<file path="src/rtl/wb_write_queue_pkg.sv">
// ============================================================================
// Module      : wb_write_queue_pkg
// Description : Shared widths, the PC register number and the queue entry type.
// Revision    : 1.0
// ============================================================================
`default_nettype none

package wb_write_queue_pkg;

  localparam int REG_W  = 4;
  localparam int DATA_W = 32;
  localparam logic [REG_W-1:0] PC_REG = 4'hF;

  typedef struct packed {
    logic [REG_W-1:0]  dest;
    logic [DATA_W-1:0] value;
  } wb_entry;

endpackage

`default_nettype wire

</file>
<file path="src/rtl/wb_fwd_match.sv">
// ============================================================================
// Module      : wb_fwd_match
// Description : Youngest-match search of one source register over queued entries.
// Revision    : 1.0
// ============================================================================
`default_nettype none

module wb_fwd_match
  import wb_write_queue_pkg::*;
#(
  parameter int DEPTH = 4,
  parameter int AW    = 2
) (
  input  wb_entry           entries [0:DEPTH-1],
  input  logic [AW-1:0]     head,
  input  logic [AW:0]       count,
  input  logic [REG_W-1:0]  src,
  output logic              hit,
  output logic [DATA_W-1:0] value
);

  // Walk oldest to youngest so the last match seen is the youngest one.
  always_comb begin
    hit   = 1'b0;
    value = '0;
    for (int i = 0; i < DEPTH; i++) begin
      if (((AW+1)'(i) < count) && (src != PC_REG) &&
          (entries[head + AW'(i)].dest == src)) begin
        hit   = 1'b1;
        value = entries[head + AW'(i)].value;
      end
    end
  end

endmodule

`default_nettype wire

</file>
<file path="src/rtl/wb_write_queue.sv">
// ============================================================================
// Module      : wb_write_queue
// Description : In-order write-back queue feeding the register file write port,
//               with per-source forwarding of queued results.
// Revision    : 1.0
// ============================================================================
`default_nettype none

module wb_write_queue
  import wb_write_queue_pkg::*;
#(
  parameter int DEPTH = 4,
  parameter int AW    = 2
) (
  input  logic              clk,
  input  logic              rst,
  input  logic              ld_push,
  input  logic [3:0]        ld_dest,
  input  logic [31:0]       ld_value,
  input  logic              alu_push,
  input  logic [3:0]        alu_dest,
  input  logic [31:0]       alu_value,
  input  logic [3:0]        src1,
  input  logic [3:0]        src2,
  output logic              fwd1_hit,
  output logic              fwd2_hit,
  output logic [31:0]       fwd1_value,
  output logic [31:0]       fwd2_value,
  output logic              writeBackEn,
  output logic [3:0]        WB_Dest,
  output logic [31:0]       WB_Value,
  output logic              full,
  output logic              overflow,
  output logic [AW:0]       count
);

  wb_entry       r_mem [0:DEPTH-1];
  logic [AW-1:0] r_head;
  logic [AW-1:0] r_tail;
  logic [AW:0]   r_count;
  logic          r_overflow;

  logic          w_pop;
  logic [AW+1:0] w_free;
  logic          w_ld_ok;
  logic          w_alu_ok;
  logic          w_ld_acc;
  logic          w_alu_acc;
  logic          w_drop;
  wb_entry       w_head_entry;

  assign w_pop    = (r_count != '0);
  // The slot retiring this cycle can be refilled in the same cycle.
  assign w_free   = (AW+2)'(DEPTH) - (AW+2)'(r_count) + (AW+2)'(w_pop);
  assign w_ld_ok  = ld_push  && (ld_dest  != PC_REG);
  assign w_alu_ok = alu_push && (alu_dest != PC_REG);

  assign w_ld_acc  = w_ld_ok  && (w_free != '0);
  assign w_alu_acc = w_alu_ok && (w_free > (AW+2)'(w_ld_acc));
  assign w_drop    = (w_ld_ok && !w_ld_acc) || (w_alu_ok && !w_alu_acc);

  always_ff @(posedge clk) begin
    if (rst) begin
      r_head     <= '0;
      r_tail     <= '0;
      r_count    <= '0;
      r_overflow <= 1'b0;
    end else begin
      r_head     <= r_head + AW'(w_pop);
      r_tail     <= r_tail + AW'(w_ld_acc) + AW'(w_alu_acc);
      r_count    <= r_count + (AW+1)'(w_ld_acc) + (AW+1)'(w_alu_acc) - (AW+1)'(w_pop);
      r_overflow <= r_overflow | w_drop;
    end
  end

  // Storage is left uncleared by reset; validity comes from head/count only.
  always_ff @(posedge clk) begin
    if (!rst) begin
      if (w_ld_acc)
        r_mem[r_tail] <= '{dest: ld_dest, value: ld_value};
      if (w_alu_acc)
        r_mem[r_tail + AW'(w_ld_acc)] <= '{dest: alu_dest, value: alu_value};
    end
  end

  assign w_head_entry = r_mem[r_head];
  assign writeBackEn  = w_pop;
  assign WB_Dest      = w_pop ? w_head_entry.dest  : '0;
  assign WB_Value     = w_pop ? w_head_entry.value : '0;
  assign full         = (((AW+1)'(DEPTH) - r_count) < (AW+1)'(2));
  assign overflow     = r_overflow;
  assign count        = r_count;

  wb_fwd_match #(.DEPTH(DEPTH), .AW(AW)) u_fwd1 (
    .entries (r_mem),
    .head    (r_head),
    .count   (r_count),
    .src     (src1),
    .hit     (fwd1_hit),
    .value   (fwd1_value)
  );

  wb_fwd_match #(.DEPTH(DEPTH), .AW(AW)) u_fwd2 (
    .entries (r_mem),
    .head    (r_head),
    .count   (r_count),
    .src     (src2),
    .hit     (fwd2_hit),
    .value   (fwd2_value)
  );

endmodule

`default_nettype wire

</file>
<file path="config.mk">
export PLATFORM = sky130hd
export DESIGN_NAME = wb_write_queue
export DESIGN_NICKNAME = d
export VERILOG_FILES = /design/src/rtl/wb_write_queue_pkg.sv /design/src/rtl/wb_fwd_match.sv /design/src/rtl/wb_write_queue.sv
export SDC_FILE = /design/constraint.sdc
export NUM_CORES = 1
export LEC_CHECK = 0
export BUFFER_PORTS_ARGS = -buffer_cell sky130_fd_sc_hd__buf_2
export CORE_MARGIN = 2
export CORE_UTILIZATION = 40
export DETAILED_ROUTE_END_ITERATION = 10
export PLACE_DENSITY = 0.59
export SLEW_MARGIN = 15
export SYNTH_ARGS = -nofsm -noshare
export SYNTH_HDL_FRONTEND = slang
export SYNTH_SLANG_ARGS = --single-unit
</file>
<file path="constraint.sdc">
create_clock -name clk -period 4.5 [get_ports clk]
set_input_delay 0.225 -clock clk [delete_from_list [all_inputs] [get_ports clk]]
set_output_delay 0.225 -clock clk [all_outputs]
set_load 0.01 [all_outputs]
</file>
==> results.md, run 1 <==
* Status: complete, no violations
* Global-route wire length before repair at 67600 µm
* Final Cycle Share at 0.912
* Die area at 35800 µm²
* Cell taking the most area after synthesis: edfxtp_1
* DRT iter0 DRCs at 1019
* Die height at 189 µm
* Design area at 15600 µm²
* Setup_tns at 0 ns
* Tot GR Track Use at 0.242
* Final Skew at 0.00657 ns
* I/O pins at 192
* CTS resizes at 0
* Fmax at 0.244 GHz
* # hold bufs at CTS at 0
* ANT nets after route at 0
* Final hold vios at 0
* Worst-path clk slew at 0.07 ns
* Post-Syn Instances at 1557
* CORE AREA at 33600 µm²
* Register area at 4490 µm²
* Mean post-synth cell area at 8.81 µm²
* WS Path Type: flip-flop to output pin
* Largest net degree at the start of global routing at 92
* Total number of vias at 12500
* CTS Buf Count at 17
* Worst Path Max Fanout at 59
* Reg2Reg Depth at 13
* Clk buf depth at 2
* CTS sink cnt at 152
* Met3 Usage GRT at 0.0406
* I/O Buffers at 191
* Distinct cell type count after synthesis at 55
* Sequential share of the synthesized area at 0.327
* Synth Net Count at 1652
* Yosys top cell area share at 0.315
* Worst Setup EP: fwd2_value[3]
* Final core occ at 0.465
* Instance area after placement at 15000 µm²
* Remaining Overflow, GRT at 0
* Layout area overhead at 14.0%
* Num rows at 67
* Layout cells sized above 1 at 0.233
* Synth top area cells: edfxtp_1 32%, mux2i_1 18%, o21ai_0 7.6%
* Req. time, crit path at 4.28 ns
* Worst slew margin at 0.334
* Synth Register Bits at 152
* Hpwl dp at 29800 µm
* DRC viols at 0
* Reg-to-reg setup timing slack at 0.72 ns
* Worst hold-check path type: input port to flip-flop
* Gr busiest metal: met2
* H-tree Lvls at 4
* Pleak at 6.39 nW
* Finished Layout Cells at 2133
* CTS root buffer: clkbuf_16
* 1st-pass router iterations at 6
* Worst setup path startpoint: r_head[0]
* Synthesized cell area at 13700 µm²
* Final net count at 1762
* Inst Count DP at 2096
* Worst Setup Start Kind: flip-flop
* CTS tree: built
* Avg Vias per Cell at 5.84
* Post-CTS Setup Bufs at 0
* DP Worst Slack at 0.746 ns
* WP data arrival at 3.88 ns
* Met1 Use GR at 0.327
* Pwr dens at 708 nW/µm²
* Reg-to-reg startpoint: count[0]
* Initial antenna violation count at 8
* Final setup fails at 0
* Worst Tran Pin Value at 0.999 ns
* Final wirelength at 43900 µm
* Max_cap viols at 0
* Chip Width at 189 µm
* RSZ-0062 raised after global routing: no
* Starting Density at 0.408
* Slew Limit Fails at 0
* Worst setup EP type: output pin
* Gp weighted congestion at 0.919
* Later-pin clock latency in the skew report at 0.43 ns
* Critical R2R Capture: r_mem[3]
* YS warnings at 0
* Min setup slack post-route at 0.397 ns
* Vias in the first global route at 11700
* Multi-input logic area at 8480 µm²
* Filler cells at 3227
* Worst-case vdd ir drop at 0.424 mV
* Final min period at 4.10 ns
* Routed wire length per instance at 20.6 µm
* M2 GR Usage at 0.397
==> cells in the final DEF, fill, tap and decap left out, types with 15 or more instances in the layout <==
master     instances
a221oi_2          30
a21oi_1           65
a221oi_1          32
mux4_2            15
nor2_1           173
buf_4             36
nor3_1            30
nand2_1          218
mux2_2            63
xnor2_1           23
edfxtp_1         144
clkbuf_16         17
o21ai_0          207
a22oi_1           29
buf_2            191
mux2i_1          248
inv_1             39
==> power by group <==
part           switching [mW]  internal (mW)
logic                    4.01           2.62
registers               0.486           2.29
clock network           0.662           1.00
total                    5.15           5.91
==> kinds of logic (layout without fill, tap and decap cells) <==
logic type / Yosys count / after routing / share of synthesized area
AND/OR/NAND/NOR: 470 / 470 / 0.141
multiplexers: 326 / 326 / 0.257
buffers and inverters: 179 / 302 / 0.0578
adder cells (fa/ha/maj): 12 / 12 / 0.0119
XOR/XNOR: 33 / 33 / 0.0222
other: 0 / 5 / 0
flip-flops: 152 / 152 / 0.327
AO/OA/AOI/OAI: 385 / 385 / 0.183
==> metal layers <==
metal | part of all wire | wire length, µm | vias up
met5 | 0.00093 | 41 | -
met4 | 0.021 | 938 | 6
met3 | 0.066 | 2880 | 61
met2 | 0.47 | 20600 | 486
met1 | 0.44 | 19400 | 6009
li1 | - | - | 5903
==> Yosys cell counts (all sizes together) <==
library cell and count:
a21oi 66, nor2 174, edfxtp 144, nand3 5
a221o 2, nor2b 12, or2 2, o31ai 1
a221oi 62, o21a 1, a41oi 1, a2bb2oi 1
o211ai 2, nand3b 4, nand4 6, o21ai 208
dfxtp 8, a211oi 5, xnor2 25, or3 2
inv 41, fa 2, nor3 36, buf 58
clkbuf 80, mux2i 248, and2 4, a31oi 1
a22oi 30, nand2 219, xor2 8, a21boi 1
and4 1, and3 4, o31a 1, and3b 1
mux2 63, a31o 2, maj3 1, o2bb2ai 1
mux4 15, ha 9
==> critical path, stage by stage, from the launching register on <==
cell      delay (ns)
dfxtp_4         0.82
mux4_2          0.66
xor2_1          0.16
or3_1           0.33
a21oi_2         0.35
and2_2          0.53
buf_12          0.28
a221oi_2        0.11
buf_2           0.17
==> flip-flops by register name, summed over array words and instances, names as in the netlist <==
signal    count
r_tail        2
count         3
r_head        2
r_mem       144
overflow      1
==> cell type report <==
class	count	area share
Antenna cell	5	0.000800
Tap cell	448	0.0359
Sequential cell	152	0.287
Multi-Input combinational cell	1226	0.542
Timing Repair Buffer	229	0.0810
Inverter	41	0.0103
Clock buffer	17	0.0272
Clock inverter	15	0.0151
==> worst min path at each step <==
stage                  start         end  depth (start not counted)
6_report       alu_value[27]  r_mem[135]                          3
5_1_grt         alu_value[2]   r_mem[74]                          3
4_1_cts         alu_value[2]   r_mem[38]                          3
3_5_place_dp        overflow    overflow                          2
3_3_place_gp        overflow    overflow                          2
2_1_floorplan   alu_value[0]    r_mem[0]                          2
==> stage by stage <==
step                      hold WS (ns)  power, mW
after floorplan                  0.412       7.41
final                            0.119       11.1
after global placement           0.460       9.23
after global routing             0.121       11.9
after CTS                        0.105       11.0
after detailed placement         0.470       9.35
No activity file was read; power rests on OpenSTA's default activity.
==> inputs of run 2 (changes only) <==
==> constraint.sdc (replaced) <==
create_clock -name clk -period 4.5 [get_ports clk]
set_input_delay 0.225 -clock clk [delete_from_list [all_inputs] [get_ports clk]]
set_output_delay 0.225 -clock clk [all_outputs]
set_load 0.1 [all_outputs]
==> results.md, run 2 (synthesis results as in run 1) <==
* Status: complete, no violations (unchanged)
* Worst slew margin at 0.352 (was 0.334)
* Vias in the first global route at 12200 (was 11700)
* CTS sink cnt at 152 (unchanged)
* WP data arrival at 3.94 ns (was 3.88 ns)
* Later-pin clock latency in the skew report at 0.44 ns (was 0.43 ns)
* Tot GR Track Use at 0.249 (was 0.242)
* Commonest non-fill, non-tap cells in the layout: 248 x mux2i_1, 218 x nand2_1, 207 x o21ai_0 (unchanged)
* Final net count at 1759 (was 1762)
* Max layer used: met5 (unchanged)
* Initial antenna violation count at 6 (was 8)
* Worst Setup Start Kind: flip-flop (unchanged)
* Worst setup EP type: output pin (unchanged)
* Design area at 16500 µm² (was 15600 µm²)
* Routed wire length per instance at 21.1 µm (was 20.6 µm)
* Worst hold-check path type: input port to flip-flop (unchanged)
* WS Path Type: flip-flop to output pin (unchanged)
* Max_cap viols at 0 (unchanged)
* M1 wire length at 19800 µm (was 19400 µm)
* Die height at 189 µm (unchanged)
* CTS root buffer: clkbuf_16 (unchanged)
* Slew Limit Fails at 0 (unchanged)
* Hpwl dp at 29900 µm (was 29800 µm)
* Num rows at 67 (unchanged)
* H-tree Lvls at 4 (unchanged)
* Final Cycle Share at 0.926 (was 0.912)
* Final min period at 4.17 ns (was 4.10 ns)
* CTS Buf Count at 17 (unchanged)
* Layout cells sized above 1 at 0.233 (about the same)
* Slowest CP cell: dfxtp_4 (unchanged)
* Final hold vios at 0 (unchanged)
* Worst-path clk slew at 0.08 ns (was 0.07 ns)
* CTS resizes at 0 (unchanged)
* Req. time, crit path at 4.28 ns (about the same)
* CTS tree: built (unchanged)
* Worst path max stage delay at 0.82 ns (about the same)
* 1st-pass router iterations at 5 (was 6)
* Critical path's top delay family: compound AO/OA/AOI/OAI gates (was simple AND/OR/NAND/NOR gates)
* Starting Density at 0.408 (unchanged)
* Worst Tran Pin Value at 0.972 ns (was 0.999 ns)
* Total number of vias at 12400 (was 12500)
* CORE AREA at 33600 µm² (unchanged)
* Die area at 35800 µm² (unchanged)
* Inst Count DP at 2093 (was 2096)
* Finished Layout Cells at 2127 (was 2133)
* Setup_tns at 0 ns (unchanged)
* I/O Buffers at 191 (unchanged)
* Instance area after placement at 16000 µm² (was 15000 µm²)
* Global-route wire length before repair at 70100 µm (was 67600 µm)
* Worst Path Max Fanout at 63 (was 59)
* Clk buf depth at 2 (unchanged)
* I/O pins at 192 (unchanged)
* Final wirelength at 44900 µm (was 43900 µm)
* Max FFs per register at 144 (unchanged)
* Remaining Overflow, GRT at 0 (unchanged)
* Chip Width at 189 µm (unchanged)
* # hold bufs at CTS at 0 (unchanged)
* RSZ-0062 raised after global routing: no (unchanged)
* Critical path buffer and inverter count at 2 (unchanged)
* Layout area overhead at 20.5% (was 14.0%)
* Worst-path cell chain: mux4_2 > xnor2_1 > nand4_1 > a21oi_1 > nor2_2 > buf_4 > a221oi_1 > buf_12 (was mux4_2 > xor2_1 > or3_1 > a21oi_2 > and2_2 > buf_12 > a221oi_2 > buf_2)
* Final setup fails at 0 (unchanged)
* Met3 Wirelength at 3430 µm (was 2880 µm)
* DRT iter0 DRCs at 1045 (was 1019)
* Fmax at 0.240 GHz (was 0.244 GHz)
* Avg Vias per Cell at 5.84 (about the same)
* Most flop-heavy register: r_mem (unchanged)
* Most common cell after layout, fill and taps aside: mux2i_1 (unchanged)
* Met2 wirelength from detailed routing at 20600 µm (about the same)
* Largest net degree at the start of global routing at 99 (was 92)
* Filler cells at 3131 (was 3227)
* DRC viols at 0 (unchanged)
* Post-CTS Setup Bufs at 0 (unchanged)
* Final Skew at 0.00960 ns (was 0.00657 ns)
* Gp weighted congestion at 0.880 (was 0.919)
* ANT nets after route at 0 (unchanged)
-- run 2: cell type report --
class                   count  area (µm²)  area share
multi-input cells        1226        8490       0.514
well taps                 448         561      0.0339
inverters                  41         161     0.00977
clock inverters            15         141     0.00856
diodes                      2        5.00    0.000303
clock buffers              17         425      0.0257
repair buffers            226        2250       0.136
flip-flops and latches    152        4490       0.272
-- run 2: worst register-to-register path: stages, from the launching register on --
cell and delay, ns:
dfxtp_1 0.37, inv_1 0.18, ha_1 0.21, ha_1 0.30
nand2_1 0.12, ha_1 0.20, and2_1 0.15, a31oi_1 0.26
o31a_1 0.37, ha_1 0.36, nor3_2 0.22, buf_4 0.54
o21ai_0 0.26
-- run 2: metrics by stage --
stage / utilization / hold slack [ns] / worst slack [ns]
finish: 0.492 / 0.113 / 0.331
global placement: 0.475 / 0.461 / 0.824
detailed placement: 0.475 / 0.469 / 0.711
global route: 0.492 / 0.120 / 0.155
CTS: 0.491 / 0.106 / 0.369
floorplan: - / 0.412 / -0.413
-- run 2: routing by layer --
layer | global-route usage | up-vias
li1 | - | 5896
met1 | 0.335 | 5962
met2 | 0.405 | 494
met3 | 0.0491 | 65
met4 | 0.0760 | 8
met5 | 0 | -
-- run 2: path summary, 6_finish.rpt --
path | start | end | slack, ns | cells past startpoint
max | r_head[0] | fwd1_value[25] | 0.33 | 8
min | alu_value[14] | r_mem[14] | 0.11 | 3
max reg2reg | count[0] | r_mem[54] | 0.70 | 12
min reg2reg | overflow | overflow | 0.49 | 2
Power of run 2 is left out: the tool's default activity adds up to more than one toggle a clock period on the data nets, which glitch-free logic cannot reach.
==> inputs of run 3 (changes only) <==
--- a/config.mk
+++ b/config.mk
@@ -9,7 +9,7 @@
 export CORE_MARGIN = 2
 export CORE_UTILIZATION = 40
 export DETAILED_ROUTE_END_ITERATION = 10
-export PLACE_DENSITY = 0.59
+export PLACE_DENSITY_LB_ADDON = 0.3
 export SLEW_MARGIN = 15
 export SYNTH_ARGS = -nofsm -noshare
 export SYNTH_HDL_FRONTEND = slang
==> results.md, run 3 (synthesis results as in run 1) <==
* Fmax at 0.239 GHz (was 0.240 GHz)
* CTS Buf Count at 17 (unchanged)
* Req. time, crit path at 4.28 ns (about the same)
* CTS root buffer: clkbuf_16 (unchanged)
* WP data arrival at 3.96 ns (was 3.94 ns)
* Most flop-heavy register: r_mem (unchanged)
* I/O pins at 192 (unchanged)
* Later-pin clock latency in the skew report at 0.44 ns (about the same)
* Global-route wire length before repair at 69600 µm (was 70100 µm)
* Commonest non-fill, non-tap cells in the layout: 248 x mux2i_1, 218 x nand2_1, 207 x o21ai_0 (unchanged)
* DRT iter0 DRCs at 1229 (was 1045)
* Slew Limit Fails at 0 (unchanged)
* Die height at 189 µm (unchanged)
* Gp weighted congestion at 0.904 (was 0.880)
* Final Skew at 0.0125 ns (was 0.00960 ns)
* Initial antenna violation count at 12 (was 6)
* Worst path max stage delay at 0.71 ns (was 0.82 ns)
* CTS resizes at 0 (unchanged)
* DRC viols at 0 (unchanged)
* Routed wire length per instance at 20.9 µm (was 21.1 µm)
* Critical path buffer and inverter count at 2 (unchanged)
* CORE AREA at 33600 µm² (unchanged)
* Chip Width at 189 µm (unchanged)
* Max layer used: met5 (unchanged)
* Final wirelength at 44600 µm (was 44900 µm)
* 1st-pass router iterations at 6 (was 5)
* Remaining Overflow, GRT at 0 (unchanged)
* Final hold vios at 0 (unchanged)
* Largest net degree at the start of global routing at 101 (was 99)
* Filler cells at 3099 (was 3131)
* Worst-path cell chain: mux4_2 > mux2i_1 > o2bb2ai_1 > a211oi_4 > buf_4 > a22oi_2 > a221oi_2 > buf_12 (was mux4_2 > xnor2_1 > nand4_1 > a21oi_1 > nor2_2 > buf_4 > a221oi_1 > buf_12)
* Inst Count DP at 2093 (unchanged)
* Worst hold-check path type: input port to flip-flop (unchanged)
* Clk buf depth at 2 (unchanged)
* # hold bufs at CTS at 0 (unchanged)
* Worst Tran Pin Value at 1.09 ns (was 0.972 ns)
* Final Cycle Share at 0.929 (was 0.926)
* M1 wire length at 18900 µm (was 19800 µm)
* Starting Density at 0.408 (unchanged)
* Total number of vias at 12600 (was 12400)
* Final setup fails at 0 (unchanged)
* Final net count at 1760 (was 1759)
* I/O Buffers at 191 (unchanged)
* Worst Path Max Fanout at 43 (was 63)
* ANT nets after route at 0 (unchanged)
* CTS sink cnt at 152 (unchanged)
* Tot GR Track Use at 0.247 (was 0.249)
* Max_cap viols at 0 (unchanged)
* Met3 Wirelength at 3520 µm (was 3430 µm)
* Vias in the first global route at 12400 (was 12200)
* Die area at 35800 µm² (unchanged)
* Worst Setup Start Kind: flip-flop (unchanged)
* Hpwl dp at 29600 µm (was 29900 µm)
* Worst path depth at 8 (unchanged)
* Worst-path clk slew at 0.08 ns (about the same)
* WS Path Type: flip-flop to output pin (unchanged)
* Reg2Reg Depth at 13 (was 12)
* Worst setup EP type: output pin (unchanged)
* CTS tree: built (unchanged)
* Status: complete, no violations (unchanged)
* Met2 wirelength from detailed routing at 20700 µm (was 20600 µm)
* Critical path's top delay family: compound AO/OA/AOI/OAI gates (unchanged)
* Post-CTS Setup Bufs at 0 (unchanged)
* Final min period at 4.18 ns (was 4.17 ns)
* Layout cells sized above 1 at 0.232 (was 0.233)
* RSZ-0062 raised after global routing: no (unchanged)
* Avg Vias per Cell at 5.90 (was 5.84)
* Hold Path Stages at 3 (unchanged)
* Slowest CP cell: dfxtp_4 (unchanged)
* Max FFs per register at 144 (unchanged)
* H-tree Lvls at 4 (unchanged)
* Num rows at 67 (unchanged)
* Layout area overhead at 20.7% (was 20.5%)
* Most common cell after layout, fill and taps aside: mux2i_1 (unchanged)
* Worst slew margin at 0.273 (was 0.352)
* Finished Layout Cells at 2131 (was 2127)
[run 3: changes by cell type in the layout (fill, tap and decap cells not counted)]
| cell | delta |
|---|---|
| inv_8 | +1 |
| clkinv_4 | +1 |
| inv_4 | +1 |
| buf_8 | +1 |
| buf_2 | -2 |
| clkbuf_1 | +1 |
| buf_4 | +2 |
| clkinv_2 | -1 |
| inv_6 | -2 |
| diode_2 | +3 |
| clkinvlp_4 | -1 |
[run 3: area by class of cell]
class,instances,area (µm²),area share
sequential,152,4490,0.271
inverter,41,159,0.00960
clock inverter,14,140,0.00847
tap,448,561,0.0339
clock buffer,18,429,0.0259
multi-input combinational,1226,8490,0.513
timing repair buffer,227,2270,0.137
antenna,5,12.5,0.000756
[run 3: worst min-delay path, stage by stage]
cell and delay [ns]:
buf_2 0.11, nand2_1 0.04, o21ai_0 0.06
[run 3: worst paths after layout]
path	start	endpoint	slack, ns
setup / recovery	r_head[0]	fwd2_value[1]	0.32
hold / removal	alu_value[29]	r_mem[29]	0.11
setup reg to reg	count[0]	r_mem[117]	0.76
hold reg to reg	overflow	overflow	0.50
[run 3: layer usage]
layer	track usage	vias to the layer above
li1	-	5913
met1	0.321	6043
met2	0.404	515
met3	0.0502	82
met4	0.0962	14
met5	0	-
[run 3: metrics by stage]
step,hold WS (ns),setup slack (ns),setup TNS (ns),util,area (µm²)
after floorplan,0.412,-0.413,-12.23,-,13700
after global placement,0.472,0.854,0,0.475,16000
after detailed placement,0.476,0.777,0,0.475,16000
after CTS,0.104,0.352,0,0.492,16500
after global routing,0.113,0.131,0,0.492,16500
final,0.109,0.318,0,0.492,16600
Power of run 3 is left out for the same reason.
